$ cat src/rtl/fifo_rd_stream.sv
// fifo_rd_stream: read-side controller for a single-clock FIFO memory.
// Owns the read pointer and detects empty against the write pointer.
// Issues memory read enables and hides the one-cycle read latency
// behind a 2-entry first-word-fall-through output buffer.
//
// Ports:
//   rd_clk, rd_rst      clock, synchronous active-high reset
//   wr_addr, wr_phase   write-side next-write address and wrap bit
//   rd_addr, rd_phase   registered read address and wrap bit
//   rd_en, rd_data      memory read enable; data valid one cycle later
//   fifo_empty          combinational empty flag
//   out_data/valid/rdy  downstream valid/ready stream
module fifo_rd_stream #(
    parameter int DATASIZE = 8,
    parameter int ADDRSIZE = 8,
    parameter int DEPTH    = 90
) (
    input  logic                  rd_clk,
    input  logic                  rd_rst,
    input  logic [ADDRSIZE-2:0]   wr_addr,
    input  logic                  wr_phase,
    output logic [ADDRSIZE-2:0]   rd_addr,
    output logic                  rd_phase,
    output logic                  rd_en,
    input  logic [DATASIZE-1:0]   rd_data,
    output logic                  fifo_empty,
    output logic [DATASIZE-1:0]   out_data,
    output logic                  out_valid,
    input  logic                  out_ready
);

    localparam int AW = ADDRSIZE - 1;
    localparam logic [AW-1:0] LAST_ADDR = AW'(DEPTH - 1);

    logic [AW-1:0]       rd_addr_q, rd_addr_d;
    logic                rd_phase_q, rd_phase_d;
    logic                inflight_q, inflight_d;
    logic [1:0]          buf_cnt_q, buf_cnt_d;
    logic [DATASIZE-1:0] head_q, head_d;
    logic [DATASIZE-1:0] tail_q, tail_d;

    logic       pop;
    logic [1:0] occ;

    always_comb begin
        rd_addr_d  = rd_addr_q;
        rd_phase_d = rd_phase_q;
        buf_cnt_d  = buf_cnt_q;
        head_d     = head_q;
        tail_d     = tail_q;

        fifo_empty = (rd_addr_q == wr_addr) && (rd_phase_q == wr_phase);
        out_valid  = (buf_cnt_q != 2'd0);
        pop        = out_valid && out_ready;

        // Words already owned by the buffer, including one still
        // coming back from memory. A pop frees a slot this cycle.
        occ   = buf_cnt_q + {1'b0, inflight_q};
        rd_en = !rd_rst && !fifo_empty &&
                ((occ < 2'd2) || ((occ == 2'd2) && pop));

        if (rd_en) begin
            if (rd_addr_q == LAST_ADDR) begin
                rd_addr_d  = '0;
                rd_phase_d = ~rd_phase_q;
            end else begin
                rd_addr_d = rd_addr_q + 1'b1;
            end
        end
        inflight_d = rd_en;

        // Capture lands behind any surviving entry; order is kept.
        unique case (buf_cnt_q)
            2'd0: begin
                if (inflight_q) begin
                    head_d    = rd_data;
                    buf_cnt_d = 2'd1;
                end
            end
            2'd1: begin
                if (inflight_q && pop) begin
                    head_d = rd_data;
                end else if (inflight_q) begin
                    tail_d    = rd_data;
                    buf_cnt_d = 2'd2;
                end else if (pop) begin
                    buf_cnt_d = 2'd0;
                end
            end
            2'd2: begin
                if (pop) begin
                    head_d = tail_q;
                    if (inflight_q) begin
                        tail_d = rd_data;
                    end else begin
                        buf_cnt_d = 2'd1;
                    end
                end
            end
            default: begin
                buf_cnt_d = 2'd0;
            end
        endcase
    end

    always_ff @(posedge rd_clk) begin
        if (rd_rst) begin
            rd_addr_q  <= '0;
            rd_phase_q <= 1'b0;
            inflight_q <= 1'b0;
            buf_cnt_q  <= 2'd0;
            head_q     <= '0;
            tail_q     <= '0;
        end else begin
            rd_addr_q  <= rd_addr_d;
            rd_phase_q <= rd_phase_d;
            inflight_q <= inflight_d;
            buf_cnt_q  <= buf_cnt_d;
            head_q     <= head_d;
            tail_q     <= tail_d;
        end
    end

    assign rd_addr  = rd_addr_q;
    assign rd_phase = rd_phase_q;
    assign out_data = head_q;

endmodule

$ cat config.mk
export PLATFORM = sky130hd
export DESIGN_NAME = fifo_rd_stream
export DESIGN_NICKNAME = d
export VERILOG_FILES = /design/src/rtl/fifo_rd_stream.sv
export SDC_FILE = /design/constraint.sdc
export NUM_CORES = 1
export LEC_CHECK = 0
export BUFFER_PORTS_ARGS = -buffer_cell sky130_fd_sc_hd__buf_4
export CORE_ASPECT_RATIO = 2
export CORE_UTILIZATION = 30
export CTS_CLUSTER_SIZE = 14
export DETAILED_ROUTE_END_ITERATION = 10
export GPL_ROUTABILITY_DRIVEN = 0
export PLACE_DENSITY = 0.6
export SYNTH_ARGS = -nofsm -noshare
export SYNTH_HDL_FRONTEND = slang
export SYNTH_SLANG_ARGS = --single-unit
$ cat constraint.sdc
create_clock -name rd_clk -period 1.8 [get_ports rd_clk]
set_input_delay 0.09 -clock rd_clk [delete_from_list [all_inputs] [get_ports rd_clk]]
set_output_delay 0.09 -clock rd_clk [all_outputs]
set_load 0.005 [all_outputs]
# == After elaboration in Yosys (flattened, before gate mapping) ==
# Cells that the tools add are included.
# totals
ff_bits,27
latchBits,0
ram_bits,0
rom_bits,0
in_bits,19
out_inout_bits,19
word_cells,55
mem_count,0
# op_classes
add_sub_neg,2
multipliers,0
div,0
magnitude_cmp,1
eq_ne,12
shift,0
muxes,16
n_bitwise,1
n_reduce_logical,17
# ops
op,count
8-bit two-way mux,6
8-bit case mux with 3 select lines,1
8-bit case mux with 2 select lines,1
2-bit two-way mux,6
2-bit inequality test (second input constant),5
7-bit by 1-bit adder with 7-bit output (second input constant),1
7-bit == test,1
7-bit == test (second input constant),1
7-bit two-way mux,1
1-bit logical AND,6
2-bit case mux with 3 select lines,1
5-bit AND reduction,1
2-bit == test (second input constant),2
4-bit AND reduction,1
2-bit nonzero test,2
3-bit inequality test (second input constant),1
3-bit AND reduction,1
3-bit nonzero test,1
2-bit by 1-bit adder with 2-bit output,1
2-bit by 1-bit == test with 1-bit output (second input constant),1
1-bit zero test,2
2-bit zero test,1
2-bit < comparator (second input constant),1
2-bit AND reduction,1
other kinds (3),3

# == Depth between registers and ports, before layout ==
# Gate-level depths: netlist (run 1).
# logic_depth
word_depth,6
mapped_depth,7
depth_no_buf,7

# == Worst setup path after synthesis (run 1) ==
# No wires, ideal clock.
# synth_path
path_kind,flip-flop to flip-flop
from,register inflight_q
to,register rd_addr_q[5] (netlist: rd_addr[5])
setup_ns,0.070
arrival_ns,1.685
t_required_ns,1.730
slack_ns,0.044
stages_incl_launch_ff,7
path_buffers,0
synth_period_minus_slack_ns,1.756
cell_sequence,dfxtp_1 > ha_1 > nand3b_1 > a22oi_2 > o21ai_2 > or4_1 > a21oi_1
# synth_via
elab_chain_cells,5
word_cells_on_any_way,6
classes_between,add/sub: 1; order compare: 1; eq/ne: 1; reduce/logical: 3
# synth_lines
element,line_no,text
start: declaration,37,"logic inflight_q, inflight_d;"
start signal: assignment,117,inflight_q <= inflight_d;
2-bit by 1-bit adder with 2-bit output *,58,"occ = buf_cnt_q + {1'b0, inflight_q};"
2-bit == test,60,((occ < 2'd2) || ((occ == 2'd2) && pop));
1-bit logical AND,60,
1-bit logical OR *,60,
1-bit logical AND *,59,rd_en = !rd_rst && !fifo_empty &&
end signal: assignment,115,rd_addr_q <= rd_addr_d;
end: declaration,35,"logic [AW-1:0] rd_addr_q, rd_addr_d;"
# Mark *: on every way between the ends. The rest lies on a longest branch, timed or not.
# A chain may end at the register's enable or synchronous reset.

# == Final worst setup path (run 1) ==
# layout_path
from,register inflight_q
to,register rd_addr_q[3] (netlist: rd_addr[3])
# The elaborated chain is that of the path after synthesis.

==> results of run 1 <==
==> per-layer routing <==
layer | wire length (µm) | vias up
met2 | 1966 | 31
met5 | 0 | -
met3 | 123 | 4
met4 | 63 | 0
li1 | - | 658
met1 | 1250 | 609
==> worst max-delay path, cell delays in order (launching register included) <==
cell	delay, ns
sky130_fd_sc_hd__dfxtp_2	0.35
sky130_fd_sc_hd__ha_4	0.23
sky130_fd_sc_hd__nand3b_1	0.17
sky130_fd_sc_hd__a22oi_2	0.28
sky130_fd_sc_hd__o21ai_2	0.15
sky130_fd_sc_hd__buf_4	0.17
sky130_fd_sc_hd__or3_4	0.36
sky130_fd_sc_hd__a21oi_2	0.11
==> Yosys cell counts (4+ instances only) <==
cell type	count	area share, %
sky130_fd_sc_hd__dfxtp_1	27	39
sky130_fd_sc_hd__xnor2_1	8	5.1
sky130_fd_sc_hd__nand2_1	5	1.4
sky130_fd_sc_hd__a21oi_1	10	3.6
sky130_fd_sc_hd__nor2_1	29	7.9
sky130_fd_sc_hd__mux2i_1	17	12
sky130_fd_sc_hd__nor2b_1	4	1.8
sky130_fd_sc_hd__a211oi_1	8	4.4
==> cells in the final DEF, fill, tap and decap left out, drive strengths merged, types with 3 or more instances in the layout <==
master,Yosys,final
nor2b,5,5
clkbuf,2,4
or3,3,3
xnor2,8,8
nand3,3,3
a211oi,8,8
nor2,29,29
ha,3,3
mux2i,17,17
a21oi,10,10
dfxtp,27,27
inv,3,3
o21ai,6,7
nand2,5,5
or4,3,3
buf,7,59
==> path summary, 6_finish.rpt <==
path / to / startpoint / slack [ns] / cells after the start
worst min-delay path: tail_q[5] / rd_data[5] / 0.06 / 3
worst min register to register: tail_q[3] / tail_q[3] / 0.50 / 2
worst max register to register: rd_addr[3] / inflight_q / -0.07 / 7
worst max-delay path: rd_addr[3] / inflight_q / -0.07 / 7
==> cell families after synthesis <==
group / count (synthesis) / share of synthesized area, %
compound gates: 29 / 14.08
simple gates: 58 / 20.89
buf+inv: 12 / 4.814
flops: 27 / 39.24
mux: 18 / 13.17
xor+xnor: 8 / 5.086
fa+ha+maj: 3 / 2.725
==> power breakdown <==
| group | total [W] | leakage [nW] | switching [W] | internal, W |
|---|---|---|---|---|
| sequential | 0.000671 | 0.222 | 0.0000271 | 0.000643 |
| combinational | 0.000381 | 0.650 | 0.000171 | 0.000211 |
| clock | 0.000353 | 0.0228 | 0.000194 | 0.000159 |
| total | 0.00140 | 0.895 | 0.000392 | 0.00101 |
==> registers in the layout, indices dropped and copies added (netlist names) <==
name and flops:
buf_cnt_q 2, rd_addr 7, inflight_q 1, out_data 8, rd_phase 1, tail_q 8
==> metrics by stage <==
| stage | instance area, µm² | util, % | hold slack (ns) | instances |
|---|---|---|---|---|
| floorplan | 1378 | - | 0.2339 | 155 |
| global placement | 1795 | 40.98 | 0.3373 | 254 |
| detailed placement | 1795 | 40.98 | 0.3454 | 254 |
| CTS | 1908 | 43.55 | 0.05627 | 263 |
| global route | 1938 | 44.23 | 0.05866 | 264 |
| finish | 1938 | 44.23 | 0.05630 | 264 |
==> cell type report <==
cell class	instances	area (µm²)
clock buffers	4	45.04
fillers	458	2444
inverters	3	11.26
multi-input cells	117	823.3
flip-flops and latches	27	544.3
well taps	54	67.56
repair buffers	59	446.7
==> repair_timing <==
item                       CTS  global route
pin swaps                    6             4
hold endpoints to repair     0             0
gates resized for setup      6             6
setup endpoints to repair    6             9
setup buffers                4             1
gates cloned                 1             0
==> results.rst, run 1 <==
.. list-table::
   :header-rows: 1

   * - Metric
     - Value
   * - Maxcap violations
     - 0
   * - Routed wire per std cell
     - approximately 13 µm
   * - Clock slew at the register clock pins of the worst setup and hold paths
     - 0.10 ns
   * - Congestion Overflow GR
     - 0
   * - Seq/Total Area, Yosys
     - 39.24%
   * - DP HPWL
     - approximately 2500 µm
   * - Slew HR
     - about 78%
   * - Startpoint class of the critical path
     - flip-flop
   * - Global routing met2 resource utilization
     - 28.17%
   * - Clock buffer depth
     - 2
   * - Crit path required time
     - 2.02 ns
   * - Maximum number of pins on one net before global-route repair
     - 30
   * - Final antenna diode count
     - 0
   * - Ys Warns
     - 0
   * - Setup Viol. Count Final
     - 8
   * - X dimension of the die
     - about 50 µm
   * - Largest vdd supply drop
     - around 0.48 mV
   * - Total negative slack
     - -0.3458 ns
   * - Async SR Flop Fraction
     - 0%
   * - Initial Util
     - 31.44%
   * - First-pass GRT wire length
     - 5637 µm
   * - Core Area
     - 4382 µm²
   * - Area of the mapped netlist
     - 1378 µm²
   * - Sinks on Clock Net
     - 27
   * - Detailed-route via count
     - 1302
   * - Number of nets in the final layout
     - between 200 and 250
   * - Violated checks
     - negative setup slack
   * - Initial detailed-routing violation count
     - 18
   * - Grt peak-use layer
     - met2
   * - CTS tree
     - done
   * - Die extent in y
     - 97.83 µm
   * - Crit path setup slack, layout
     - -0.07397 ns
   * - Total GRT Usage
     - 15.17%
   * - Data arrival time of the critical path
     - 2.09 ns
   * - Primary FF master, synth
     - sky130_fd_sc_hd__dfxtp_1
   * - Actual slew at the worst max-slew pin
     - 0.3341 ns
   * - Number of placement rows
     - 34
   * - Full die area
     - 4883 µm²
   * - Global-route met1 utilization
     - 15.17%
   * - Number of instances in the synthesized netlist
     - around 160
   * - Cts bufs inserted
     - 3
   * - Result of the run
     - finished, violations left
   * - Max Fanout on Critical Path
     - 3
   * - Total power
     - about 0.0014 W
   * - Max Transition Viols Final
     - 0
   * - Post-route DRC violation count
     - 0
   * - Clk_skew
     - 0.008323 ns
   * - CTS H-tree lvls
     - 1
   * - Mean number of vias per cell
     - 4.932
   * - Period minus WS final
     - between 1.5 and 2 ns
   * - I/O pin count
     - 38
   * - Final worst-path cycle share
     - 104.1%
   * - Fraction of final layout cells sized beyond drive strength 1
     - 37.62%
   * - Growth of design area from synthesis to finish
     - 40.69%
   * - Kind of critical path
     - reg -> reg
   * - Kind of end point of the critical path
     - flip-flop
   * - Total nets after synthesis
     - 177
   * - Worst setup slack after placement
     - -0.02443 ns
   * - Number of port buffers
     - 37
   * - Number of enable flip-flop cells after synthesis
     - 0
   * - Setup repair after global routing missed its margin
     - true
   * - Max Clk Rate
     - 0.5336 GHz
   * - Met3 GRT Util
     - 2.804%
   * - Post-synthesis register bit count
     - 27
   * - Number of global-route vias before repair
     - 1264
   * - Power per standard cell area
     - 724.7 nW/µm²
   * - CTS Hold Buffers Added
     - 0
   * - Worst hold-check path type
     - in -> reg
   * - Drt first pass iters
     - 3
   * - Number of routed nets with antenna violations
     - 0
   * - Total wirelength of the detailed-routed design
     - 3403 µm
   * - Clock latency reported for the late side of the worst-skew pair
     - 0.28 ns
   * - Number of antenna violations at the first check in global routing
     - 0
   * - Count of final hold-check violations
     - 0
   * - Number of library cell types mapped by synthesis
     - 34
   * - Clock tree root buffer cell
     - sky130_fd_sc_hd__clkbuf_8
   * - Static Leak
     - about 0.9 nW
   * - Post-synthesis area per instance
     - 8.888 µm²
(Power assumes the default switching activity.)
==> run 2, diff against run 1 <==
- PLACE_DENSITY: 0.6 -> 0.58
- clock period: 1.8 -> 1.9 ns (I/O delays scaled with it)
==> results.rst, run 2 (synthesized netlist as in run 1, its figures left out) <==
.. list-table::
   :header-rows: 1

   * - Metric
     - Value
   * - Actual slew at the worst max-slew pin
     - 0.5529 ns (was 0.3341 ns)
   * - DP HPWL
     - 2331 µm (was 2482 µm)
   * - Congestion Overflow GR
     - 0 (unchanged)
   * - CTS tree
     - done (unchanged)
   * - Leading cell types in the layout, fill and taps excluded
     - 48 x sky130_fd_sc_hd__buf_4, 28 x sky130_fd_sc_hd__nor2_1, 25 x sky130_fd_sc_hd__dfxtp_1 (was 58 x sky130_fd_sc_hd__buf_4, 28 x sky130_fd_sc_hd__nor2_1, 24 x sky130_fd_sc_hd__dfxtp_1)
   * - Crit path setup slack, layout
     - 0.01159 ns (was -0.07397 ns)
   * - Buf/Inv on CP
     - 0 (was 1)
   * - Placed cell areas
     - 1758 µm² (was 1795 µm²)
   * - CTS H-tree lvls
     - 1 (unchanged)
   * - Maximum number of pins on one net before global-route repair
     - 30 (unchanged)
   * - Static Leak
     - 0.8412 nW (was 0.8949 nW)
   * - Finished layout cell area
     - 1848 µm² (was 1938 µm²)
   * - Number of placement rows
     - 34 (unchanged)
   * - Power per standard cell area
     - 700.8 nW/µm² (was 724.7 nW/µm²)
   * - Cell with the biggest individual delay on the critical path
     - sky130_fd_sc_hd__or4_1 (was sky130_fd_sc_hd__or3_4)
   * - Number of nets in the final layout
     - 223 (was 233)
   * - Maxcap violations
     - 0 (unchanged)
   * - Kind of critical path
     - reg -> reg (unchanged)
   * - Fraction of final layout cells sized beyond drive strength 1
     - 32.50% (was 37.62%)
   * - Max Transition Viols Final
     - 0 (unchanged)
   * - Setup slack of the most critical reg-to-reg path
     - 0.01 ns (was -0.07 ns)
   * - Sinks on Clock Net
     - 27 (unchanged)
   * - Initial detailed-routing violation count
     - 16 (was 18)
   * - Clock slew at the register clock pins of the worst setup and hold paths
     - 0.09 ns (was 0.10 ns)
   * - Initial Util
     - 31.44% (unchanged)
   * - Final cell utilization of the core
     - 42.18% (was 44.23%)
   * - Number of port buffers
     - 37 (unchanged)
   * - Drt first pass iters
     - 3 (unchanged)
   * - Final worst-path cycle share
     - 99.39% (was 104.1%)
   * - Total wirelength of the detailed-routed design
     - 3173 µm (was 3403 µm)
   * - Worst path top cell family by delay
     - simple AND/OR/NAND/NOR gates (was compound AO/OA/AOI/OAI gates)
   * - I/O pin count
     - 38 (unchanged)
   * - Mean number of vias per cell
     - 4.866 (was 4.932)
   * - Slew HR
     - 63.14% (was 77.64%)
   * - Number of antenna violations at the first check in global routing
     - 0 (unchanged)
   * - Startpoint class of the critical path
     - flip-flop (unchanged)
   * - Final antenna diode count
     - 0 (unchanged)
   * - Clk_skew
     - 0.001858 ns (was 0.008323 ns)
   * - Number of fillers in the final layout
     - 463 (was 458)
   * - Data arrival time of the critical path
     - 2.10 ns (was 2.09 ns)
   * - List of cells traversed by the critical path
     - ha_4, nand3b_1, a22oi_2, o21ai_4, or4_1, a21oi_1 (was ha_4, nand3b_1, a22oi_2, o21ai_2, buf_4, or3_4, a21oi_2)
   * - Clock tree root buffer cell
     - sky130_fd_sc_hd__clkbuf_8 (unchanged)
   * - Setup repair after global routing missed its margin
     - true (unchanged)
   * - Period minus WS final
     - 1.888 ns (was 1.874 ns)
   * - Max Clk Rate
     - 0.5295 GHz (was 0.5336 GHz)
   * - Result of the run
     - complete, no violations (was finished, violations left)
   * - Post-route DRC violation count
     - 0 (unchanged)
   * - X dimension of the die
     - 49.92 µm (unchanged)
   * - Count of final hold-check violations
     - 0 (unchanged)
   * - Clock buffer depth
     - 2 (unchanged)
   * - Number of global-route vias before repair
     - 1182 (was 1264)
   * - Worst hold-check path type
     - in -> reg (unchanged)
   * - Post-CTS Repair Setup Buffers
     - 0 (was 4)
   * - Clock latency reported for the late side of the worst-skew pair
     - 0.27 ns (was 0.28 ns)
   * - Crit path required time
     - 2.11 ns (was 2.02 ns)
   * - Leading cell type in the layout, fill and taps excluded
     - sky130_fd_sc_hd__buf_4 (unchanged)
   * - Kind of end point of the critical path
     - flip-flop (unchanged)
   * - Core Area
     - 4382 µm² (unchanged)
   * - Full die area
     - 4883 µm² (unchanged)
   * - Growth of design area from synthesis to finish
     - 34.15% (was 40.69%)
   * - CTS Hold Buffers Added
     - 0 (unchanged)
   * - Biggest cell delay along the critical path
     - 0.53 ns (was 0.36 ns)
   * - Max Fanout on Critical Path
     - 5 (was 3)
   * - First-pass GRT wire length
     - 5050 µm (was 5637 µm)
   * - Routed wire per std cell
     - 12.49 µm (was 12.89 µm)
   * - Detailed-route via count
     - 1236 (was 1302)
   * - Worst setup slack after placement
     - 0.1140 ns (was -0.02443 ns)
   * - Cts bufs inserted
     - 3 (unchanged)
   * - Total GRT Usage
     - 13.27% (was 15.17%)
   * - Setup Viol. Count Final
     - 0 (was 8)
   * - Number of routed nets with antenna violations
     - 0 (unchanged)
   * - Die extent in y
     - 97.83 µm (unchanged)
   * - Largest vdd supply drop
     - 0.3802 mV (was 0.4759 mV)
-- run 2: cell types whose count changed in the layout (fill, tap and decap cells not counted), sizes merged --
cell	change
clkbuf	-1
buf	-10
clkinvlp	+1
-- run 2: worst paths after layout --
check | from | to | cells past startpoint
max | buf_cnt_q[0] | rd_addr[5] | 6
min | rd_data[5] | tail_q[5] | 3
max reg2reg | buf_cnt_q[0] | rd_addr[5] | 6
min reg2reg | tail_q[5] | tail_q[5] | 2
-- run 2: what timing repair did --
action / in CTS / in global routing
pin swaps: 0 / 6
endpoints found under the setup margin: 1 / 5
cloned: 0 / 1
resized for setup: 1 / 6
-- run 2: layout make-up --
| cell class | count | area, µm² | area share, % |
|---|---|---|---|
| Clock buffer | 3 | 41.29 | 2.234 |
| Clock inverter | 1 | 7.507 | 0.4062 |
| Inverter | 3 | 11.26 | 0.6093 |
| Multi-Input combinational cell | 117 | 805.8 | 43.60 |
| Sequential cell | 27 | 543.0 | 29.38 |
| Tap cell | 54 | 67.56 | 3.656 |
| Timing Repair Buffer | 49 | 371.6 | 20.11 |
-- run 2: where the power goes --
| group | switching (W) | internal, W | total (W) |
|---|---|---|---|
| Sequential | 0.0000329 | 0.000610 | 0.000643 |
| Clock | 0.000182 | 0.000149 | 0.000331 |
| Combinational | 0.000146 | 0.000176 | 0.000322 |
| Total | 0.000361 | 0.000934 | 0.00130 |
-- run 2: metrics by stage --
| stage | TNS [ns] | total power [W] | hold WS, ns | std cells |
|---|---|---|---|---|
| 5_1_grt | -0.3015 | 0.001378 | 0.06693 | 254 |
| 3_5_place_dp | 0 | 0.0009658 | 0.3510 | 249 |
| 6_report | 0 | 0.001295 | 0.06188 | 254 |
| 4_1_cts | 0 | 0.001305 | 0.05489 | 253 |
| 3_3_place_gp | 0 | 0.0009609 | 0.3423 | 249 |
| 2_1_floorplan | 0 | 0.0008287 | 0.2389 | 155 |
-- run 2: worst min-delay path, cell delays in order --
cell and delay (ns):
sky130_fd_sc_hd__buf_4 0.08, sky130_fd_sc_hd__mux2i_1 0.05, sky130_fd_sc_hd__nor2_1 0.07
-- run 2: routing by layer --
metal  GRT usage (%)  up-vias  routed length [µm]
li1                -      638                   -
met5               0        -                   0
met3           1.402        2                  83
met4           5.275        0                  26
met1           13.19      572                1290
met2           26.30       24                1773
